**config.mk**
```make
export PLATFORM = sky130hd
export DESIGN_NAME = job_control
export DESIGN_NICKNAME = d
export VERILOG_FILES = /design/src/rtl/job_control_pkg.sv /design/src/rtl/odd_parity_check.sv /design/src/rtl/job_control.sv
export SDC_FILE = /design/constraint.sdc
export NUM_CORES = 1
export LEC_CHECK = 0
export BUFFER_PORTS_ARGS = -buffer_cell sky130_fd_sc_hd__buf_2
export CORE_ASPECT_RATIO = 0.6
export CORE_UTILIZATION = 51
export DETAILED_ROUTE_END_ITERATION = 10
export PLACE_DENSITY_LB_ADDON = 0.2
export SETUP_SLACK_MARGIN = 0.3
export SYNTH_ARGS = -nofsm -noshare
export SYNTH_HDL_FRONTEND = slang
export SYNTH_SLANG_ARGS = --single-unit
export TNS_END_PERCENT = 10
```
**constraint.sdc**
```tcl
create_clock -name ha_pclock -period 4 [get_ports ha_pclock]
set_clock_uncertainty 0.05 [all_clocks]
set_input_delay 0.6 -clock ha_pclock [delete_from_list [all_inputs] [get_ports ha_pclock]]
set_output_delay 0.6 -clock ha_pclock [all_outputs]
set_load 0.005 [all_outputs]
```
**src/rtl/job_control_pkg.sv**
```systemverilog
// Shared constants and types for the AFU job-control sequencer.
package job_control_pkg;

  localparam logic [7:0] JCOM_RESET = 8'h80;
  localparam logic [7:0] JCOM_START = 8'h90;
  localparam logic [7:0] JCOM_LLCMD = 8'h45;

  typedef enum logic [1:0] {
    IDLE,
    RST,
    RUNNING,
    DONE
  } state_t;

  localparam logic [63:0] ERR_JCOM_PAR = 64'd1;
  localparam logic [63:0] ERR_JEA_PAR  = 64'd2;
  localparam logic [63:0] ERR_AFU_BASE = 64'h100;

endpackage

```
**src/rtl/odd_parity_check.sv**
```systemverilog
// Odd-parity checker: ok is high when the field plus its parity bit XOR to 1.
module odd_parity_check #(
  parameter int unsigned WIDTH = 8
) (
  input  logic [WIDTH-1:0] i_data,
  input  logic             i_par,
  output logic             ok
);

  assign ok = ^{i_data, i_par};

endmodule

```
**src/rtl/job_control.sv**
```systemverilog
// AFU job-control sequencer: decodes PSL job commands, checks parity,
// drives datapath reset/start and reports done/error/ack to the host.
module job_control
  import job_control_pkg::*;
#(
  parameter int unsigned RESET_CYCLES = 4,
  parameter bit          PARITY_EN    = 1'b1
) (
  input  logic        ha_pclock,
  input  logic        reset,
  input  logic        ha_jval,
  input  logic [0:7]  ha_jcom,
  input  logic        ha_jcompar,
  input  logic [0:63] ha_jea,
  input  logic        ha_jeapar,
  input  logic        afu_done,
  input  logic        afu_error,
  input  logic [0:7]  afu_error_code,
  output logic        ah_jrunning,
  output logic        ah_jdone,
  output logic        ah_jcack,
  output logic [0:63] ah_jerror,
  output logic        ah_jyield,
  output logic        afu_reset,
  output logic        afu_start,
  output logic [0:63] afu_wed
);

  localparam logic [7:0] RST_LOAD = 8'(RESET_CYCLES);

  state_t      r_state;
  state_t      w_next;
  logic [7:0]  r_cnt;
  logic [7:0]  w_cnt;
  logic [63:0] r_err;
  logic [63:0] w_err;
  logic [0:63] w_wed;
  logic [0:63] w_jerror;
  logic        w_jdone;
  logic        w_jcack;
  logic        w_afu_reset;
  logic        w_afu_start;

  logic w_com_ok;
  logic w_jea_ok;
  logic w_com_good;
  logic w_jea_good;
  logic w_cmd_ok;
  logic w_cmd_bad;
  logic w_is_reset;
  logic w_is_start;
  logic w_is_llcmd;

  odd_parity_check #(.WIDTH(8)) u_com_par (
    .i_data (ha_jcom),
    .i_par  (ha_jcompar),
    .ok     (w_com_ok)
  );

  odd_parity_check #(.WIDTH(64)) u_jea_par (
    .i_data (ha_jea),
    .i_par  (ha_jeapar),
    .ok     (w_jea_ok)
  );

  assign w_com_good = !PARITY_EN || w_com_ok;
  assign w_jea_good = !PARITY_EN || w_jea_ok;
  assign w_cmd_ok   = ha_jval && w_com_good;
  assign w_cmd_bad  = ha_jval && !w_com_good;
  assign w_is_reset = w_cmd_ok && (ha_jcom == JCOM_RESET);
  assign w_is_start = w_cmd_ok && (ha_jcom == JCOM_START);
  assign w_is_llcmd = w_cmd_ok && (ha_jcom == JCOM_LLCMD);

  assign ah_jyield = 1'b0;

  // State register.
  always_ff @(posedge ha_pclock) begin
    if (reset) r_state <= IDLE;
    else       r_state <= w_next;
  end

  // Next-state decode. DONE is the single cycle in which ah_jdone is high;
  // it accepts a clean START but suppresses anything that would raise
  // another jdone, so jdone can never be high on consecutive cycles.
  always_comb begin
    w_next = r_state;
    if (w_is_reset) begin
      w_next = RST;
    end else begin
      unique case (r_state)
        IDLE: begin
          if (w_cmd_bad)       w_next = DONE;
          else if (w_is_start) w_next = w_jea_good ? RUNNING : DONE;
        end
        DONE: begin
          w_next = (w_is_start && w_jea_good) ? RUNNING : IDLE;
        end
        RUNNING: begin
          if (w_cmd_bad)                  w_next = RST;
          else if (afu_error || afu_done) w_next = DONE;
        end
        RST: begin
          if (r_cnt <= 8'd1) w_next = DONE;
        end
        default: w_next = IDLE;
      endcase
    end
  end

  // Next values of the registered outputs, counter, latched error and WED.
  always_comb begin
    w_jdone     = 1'b0;
    w_jerror    = '0;
    w_afu_reset = 1'b0;
    w_afu_start = 1'b0;
    w_jcack     = w_is_llcmd;
    w_cnt       = r_cnt;
    w_err       = r_err;
    w_wed       = afu_wed;
    if (w_is_reset) begin
      w_afu_reset = 1'b1;
      w_cnt       = RST_LOAD;
      w_err       = '0;
    end else begin
      unique case (r_state)
        IDLE: begin
          if (w_cmd_bad) begin
            w_jdone  = 1'b1;
            w_jerror = ERR_JCOM_PAR;
          end else if (w_is_start) begin
            if (w_jea_good) begin
              w_wed       = ha_jea;
              w_afu_start = 1'b1;
            end else begin
              w_jdone  = 1'b1;
              w_jerror = ERR_JEA_PAR;
            end
          end
        end
        DONE: begin
          if (w_is_start && w_jea_good) begin
            w_wed       = ha_jea;
            w_afu_start = 1'b1;
          end
        end
        RUNNING: begin
          if (w_cmd_bad) begin
            w_afu_reset = 1'b1;
            w_cnt       = RST_LOAD;
            w_err       = ERR_JCOM_PAR;
          end else if (afu_error) begin
            w_jdone  = 1'b1;
            w_jerror = ERR_AFU_BASE | {56'd0, afu_error_code};
          end else if (afu_done) begin
            w_jdone = 1'b1;
          end
        end
        RST: begin
          if (r_cnt <= 8'd1) begin
            w_jdone  = 1'b1;
            w_jerror = r_err;
            w_cnt    = '0;
          end else begin
            w_afu_reset = 1'b1;
            w_cnt       = r_cnt - 8'd1;
          end
        end
        default: ;
      endcase
    end
  end

  // Output and datapath register bank.
  always_ff @(posedge ha_pclock) begin
    if (reset) begin
      ah_jrunning <= 1'b0;
      ah_jdone    <= 1'b0;
      ah_jcack    <= 1'b0;
      ah_jerror   <= '0;
      afu_reset   <= 1'b0;
      afu_start   <= 1'b0;
      afu_wed     <= '0;
      r_cnt       <= '0;
      r_err       <= '0;
    end else begin
      ah_jrunning <= (w_next == RUNNING);
      ah_jdone    <= w_jdone;
      ah_jcack    <= w_jcack;
      ah_jerror   <= w_jerror;
      afu_reset   <= w_afu_reset;
      afu_start   <= w_afu_start;
      afu_wed     <= w_wed;
      r_cnt       <= w_cnt;
      r_err       <= w_err;
    end
  end

endmodule

```
==> reports/qor_table.md <==
| Group | Parameter | Reported |
|:---|:---|:---|
| setup path | Crit Path Max Fanout | 31 |
| synth | Most used standard cells in the synthesized netlist | 89 x dfxtp_1, 70 x o21ai_0, 66 x a21oi_1, 66 x nand3_1, 63 x xnor2_1 |
| sta | Period utilization | 70.5% |
| floorplan | Num ports | 221 |
| power and ir drop | Internal power contribution | 2.02 mW |
| placed design | Port Buffers | 164 |
| sta | Min Tclk post-route | 2.82 ns |
| synth | Most used flip-flop cell after synthesis | dfxtp_1 |
| routing | Iteration-0 DRC Markers | 425 |
| setup path | Destination of the worst register-to-register timing path | r_cnt[5] |
| placed design | Post-placement setup slack | 0.857 ns |
| floorplan | Horizontal die dimension | 126 µm |
| synth | Cell with the most instances after synthesis | dfxtp_1 |
| setup path | Crit path largest cell delay | 0.44 ns |
| sta | Relative slew slack | 46.3% |
| clock network | Clock sinks | 89 |
| power and ir drop | Sw Ratio | 51.1% |
| floorplan | Area of the placeable core | 0.00872 mm² |
| sta | Slew at the pin with the worst max-slew slack | 0.798 ns |
| synth | Share of synthesized flip-flops with an asynchronous set or reset | 0% |
| setup path | Critical Path, Cell by Cell | buf_2 > xor2_1 > xnor2_1 > xnor2_1 > xnor2_1 > xnor3_2 > xor2_4 > buf_4 > o21ai_0 > a21oi_1 |
| routing | Wirelength per Cell | 14.8 µm |
| setup path | CP Data Arrival Time | 3.03 ns |
| sta | Count of final setup violators | 0 |
| routing | Detailed-router iteration count before antenna repair | 5 |
| synth | Netlist area before placement | 0.00469 mm² |
| power and ir drop | Worst ir drop on vdd | 1070 µV |
| sta | Number of failing hold endpoints at the final stage | 0 |
| power and ir drop | NetSw | 2.11 mW |
| synth | Number of distinct library cells after synthesis | 44 |
| floorplan | Die Height | 76.3 µm |
| routing | Vias per cell | 5.27 |
| setup path | Required time of the worst setup path | 4.21 ns |
| run | Max-cap violations | 0 |
| grt | Wire length of the first global-routing pass | 19.1 mm |
| clock network | H-tree Lvls | 3 |
| setup path | Highest-delay cell along the critical path | xnor3_2 |
| grt | Maximum number of pins on one net before global-route repair | 65 |
| sta | Unrepaired setup endpoints after global routing | no |
| setup path | FF-to-FF Start | r_cnt[3] |
| worst hold path | Depth of the worst hold-timing path | 3 |
| sta | Setup TNS | 0 ns |
| clock network | Clock edge transition at the registers on the reported setup and hold paths | 0.06 ns |
| layout | Number of nets in the layout | 784 |
| floorplan | Starting density of the core | 53.8% |
| synth | Synth warnings | 0 |
| floorplan | FP Rows | 26 |
| power and ir drop | Comb pwr share | 56.8% |
| routing | Number of antenna-violating nets in the routed design | 0 |
| setup path | Launching element type of the critical path | input port |
| clock network | Maximum buffer depth of the clock tree | 2 |
| power and ir drop | Power Total | 4.13 mW |
| power and ir drop | Share of total power in sequential cells | 23.4% |
| grt | Vias in the first global route | 3,726 |
| clock network | Total of hold buffers inserted after clock tree synthesis | 0 |
| clock network | Cells resized by post-CTS repair | 0 |
| setup path | Crit end category | register |
| synth | Biggest area consumer among synthesized cells | dfxtp_1 |
| synth | Top area cells in the synthesized netlist | dfxtp_1 38%, xnor2_1 12%, buf_4 9.1% |
| sta | Setup slack after layout | 1.18 ns |
| layout | Antenna Diode Count | 0 |
| clock network | Number of post-CTS setup repair buffers | 0 |
| grt | Overflow after GRT | 0 |
| clock network | Clock buffers created by TritonCTS | 9 |
| grt | Antenna violations before repair | 0 |
| placed design | Detailed placement HPWL | 8.59 mm |
| routing | Total wire length | 12.0 mm |
| synth | Sequential fraction of the synthesis area | 38.0% |
| worst hold path | Worst hold path endpoint | ah_jerror[62] |
| synth | Number of instances in the synthesized netlist | 546 |
| worst hold path | Worst Min Path Start | afu_error_code[6] |
| sta | Count of final max-slew check failures | 0 |
| placed design | Last weighted congestion value of the routability-driven placer | 0.915 |
| sta | Timing-limited maximum frequency | 355 MHz |
| run status | Result of the run | complete, no violations |
| synth | Flip-flop and latch count after synthesis | 89 |
| worst hold path | Class of the tightest hold or removal check | input port to register |
| clock network | Clock latency on the worst-skew pair | 0.33 ns |
| power and ir drop | Clock network fraction of design power | 19.7% |
| synth | EDFF count, synth | 0 |
| layout | Layout-stage area growth over the synthesis result | 19.9% |
| clock network | CTS tree | yes |
| setup path | Cell count of the worst reg-to-reg path | 5 |
| clock network | Root buffer cell | clkbuf_16 |
| layout | Ratio of cells with drive above 1 in the final layout | 28.2% |
| routing | Residual DRC | 0 |
| synth | Syn_area_per_cell | 8.59 µm² |
| grt | GRT Resource Usage Total | 24.8% |
| power and ir drop | Standby leakage power | 2.42 nW |
| setup path | Kind of critical path | input port to register |
| setup path | Critical path's most frequent cell | xnor2_1 |
| floorplan | Die outline area | 0.00959 mm² |
| power and ir drop | Power density of the placed cells | 735 mW/mm² |
| synth | Top-area cell type share of the netlist area | 38.0% |
| layout | Number of fillers in the final layout | 738 |
| routing | Vias after detailed routing | 4,258 |
| setup path | Worst setup slack for register-to-register paths | 1.54 ns |
final cells by class:
cell class / count / area [µm²] / area share [%]
clock buffer: 15 / 288 / 5.12
multi-input combinational: 415 / 2510 / 44.7
tap: 112 / 140 / 2.49
inverter: 5 / 18.8 / 0.334
clock inverter: 1 / 7.51 / 0.134
timing repair buffer: 171 / 873 / 15.5
sequential: 89 / 1780 / 31.7
power by group through the flow:
stage | combinational, mW | clock (mW) | sequential [mW]
2_1_floorplan | 2.15 | 0 | 0.983
3_3_place_gp | 2.25 | 0 | 0.984
3_5_place_dp | 2.30 | 0 | 0.985
4_1_cts | 2.31 | 0.831 | 0.966
5_1_grt | 2.55 | 0.869 | 0.974
6_report | 2.35 | 0.815 | 0.967
kinds of logic after synthesis:
kind of cell / after synthesis / share of synthesized area (%)
AOI/OAI and AO/OA: 151 / 17.6
xor gates and xnor gates: 77 / 15.5
adders and majority gates: 6 / 1.60
buffers and inverters: 97 / 13.6
DFF: 89 / 38.0
other: 1 / 0.0800
and+or+nand+nor: 125 / 13.6
state kept, by name (all words and copies together), names as in the netlist:
signal,count
ah_jdone,1
ah_jerror,9
afu_wed,64
r_err,1
afu_reset,1
ah_jrunning,1
afu_start,1
ah_jcack,1
r_state,2
r_cnt,8
metal layers:
layer | global-route usage (%) | share of wire [%] | vias to the layer above | routed length (µm)
met3 | 6.18 | 7.0 | 7 | 838
li1 | - | - | 2050 | -
met1 | 34.3 | 46 | 2012 | 5510
met5 | 0 | 0 | - | 0
met2 | 39.2 | 46 | 189 | 5570
met4 | 5.18 | 0.59 | 0 | 71
critical path: cells and delay by family:
kind,cells,cell delay (ns)
compound gates,2,0.33
xor+xnor,6,1.61
buf+inv,2,0.47
worst max-delay path by stage:
stage	from	depth (start not counted)	slack, ns	endpoint
finish	ha_jea[7]	10	1.18	afu_wed[6]
global route	ha_jea[7]	10	0.97	afu_wed[55]
CTS	ha_jea[7]	10	1.19	afu_wed[30]
detailed placement	ha_jea[7]	10	0.86	afu_wed[55]
global placement	ha_jea[7]	10	0.93	afu_wed[20]
floorplan	ha_jcom[6]	7	1.43	afu_wed[25]
placed cells by master (no fill, tap or decap), types with 2 or more instances in the layout:
master | netlist | final
and2_1 | 8 | 8
o21ai_0 | 70 | 70
clkbuf_1 | 26 | 2
nor4_1 | 3 | 3
nand4_1 | 2 | 2
conb_1 | 1 | 56
buf_2 | 1 | 164
inv_1 | 5 | 5
nor2b_1 | 4 | 4
ha_1 | 6 | 6
and3_1 | 2 | 2
a21oi_1 | 66 | 66
clkbuf_8 | 0 | 4
clkbuf_16 | 0 | 9
nor2_1 | 19 | 18
xnor2_1 | 63 | 62
xor2_1 | 9 | 9
nor3_1 | 6 | 6
xnor2_2 | 2 | 3
dfxtp_1 | 89 | 89
nand3_1 | 66 | 66
buf_4 | 57 | 7
nand2_1 | 7 | 7
a32o_1 | 3 | 3
nand3b_1 | 2 | 2
through the flow:
stage          instances  utilization, %  hold WS [ns]  area (µm²)
4_1_cts              808            64.5         0.394        5620
6_report             808            64.5         0.408        5620
2_1_floorplan        601               -         0.391        4890
3_3_place_gp         792            61.1         0.404        5330
5_1_grt              808            64.5         0.401        5620
3_5_place_dp         792            61.1         0.405        5330
(Power assumes the default switching activity.)
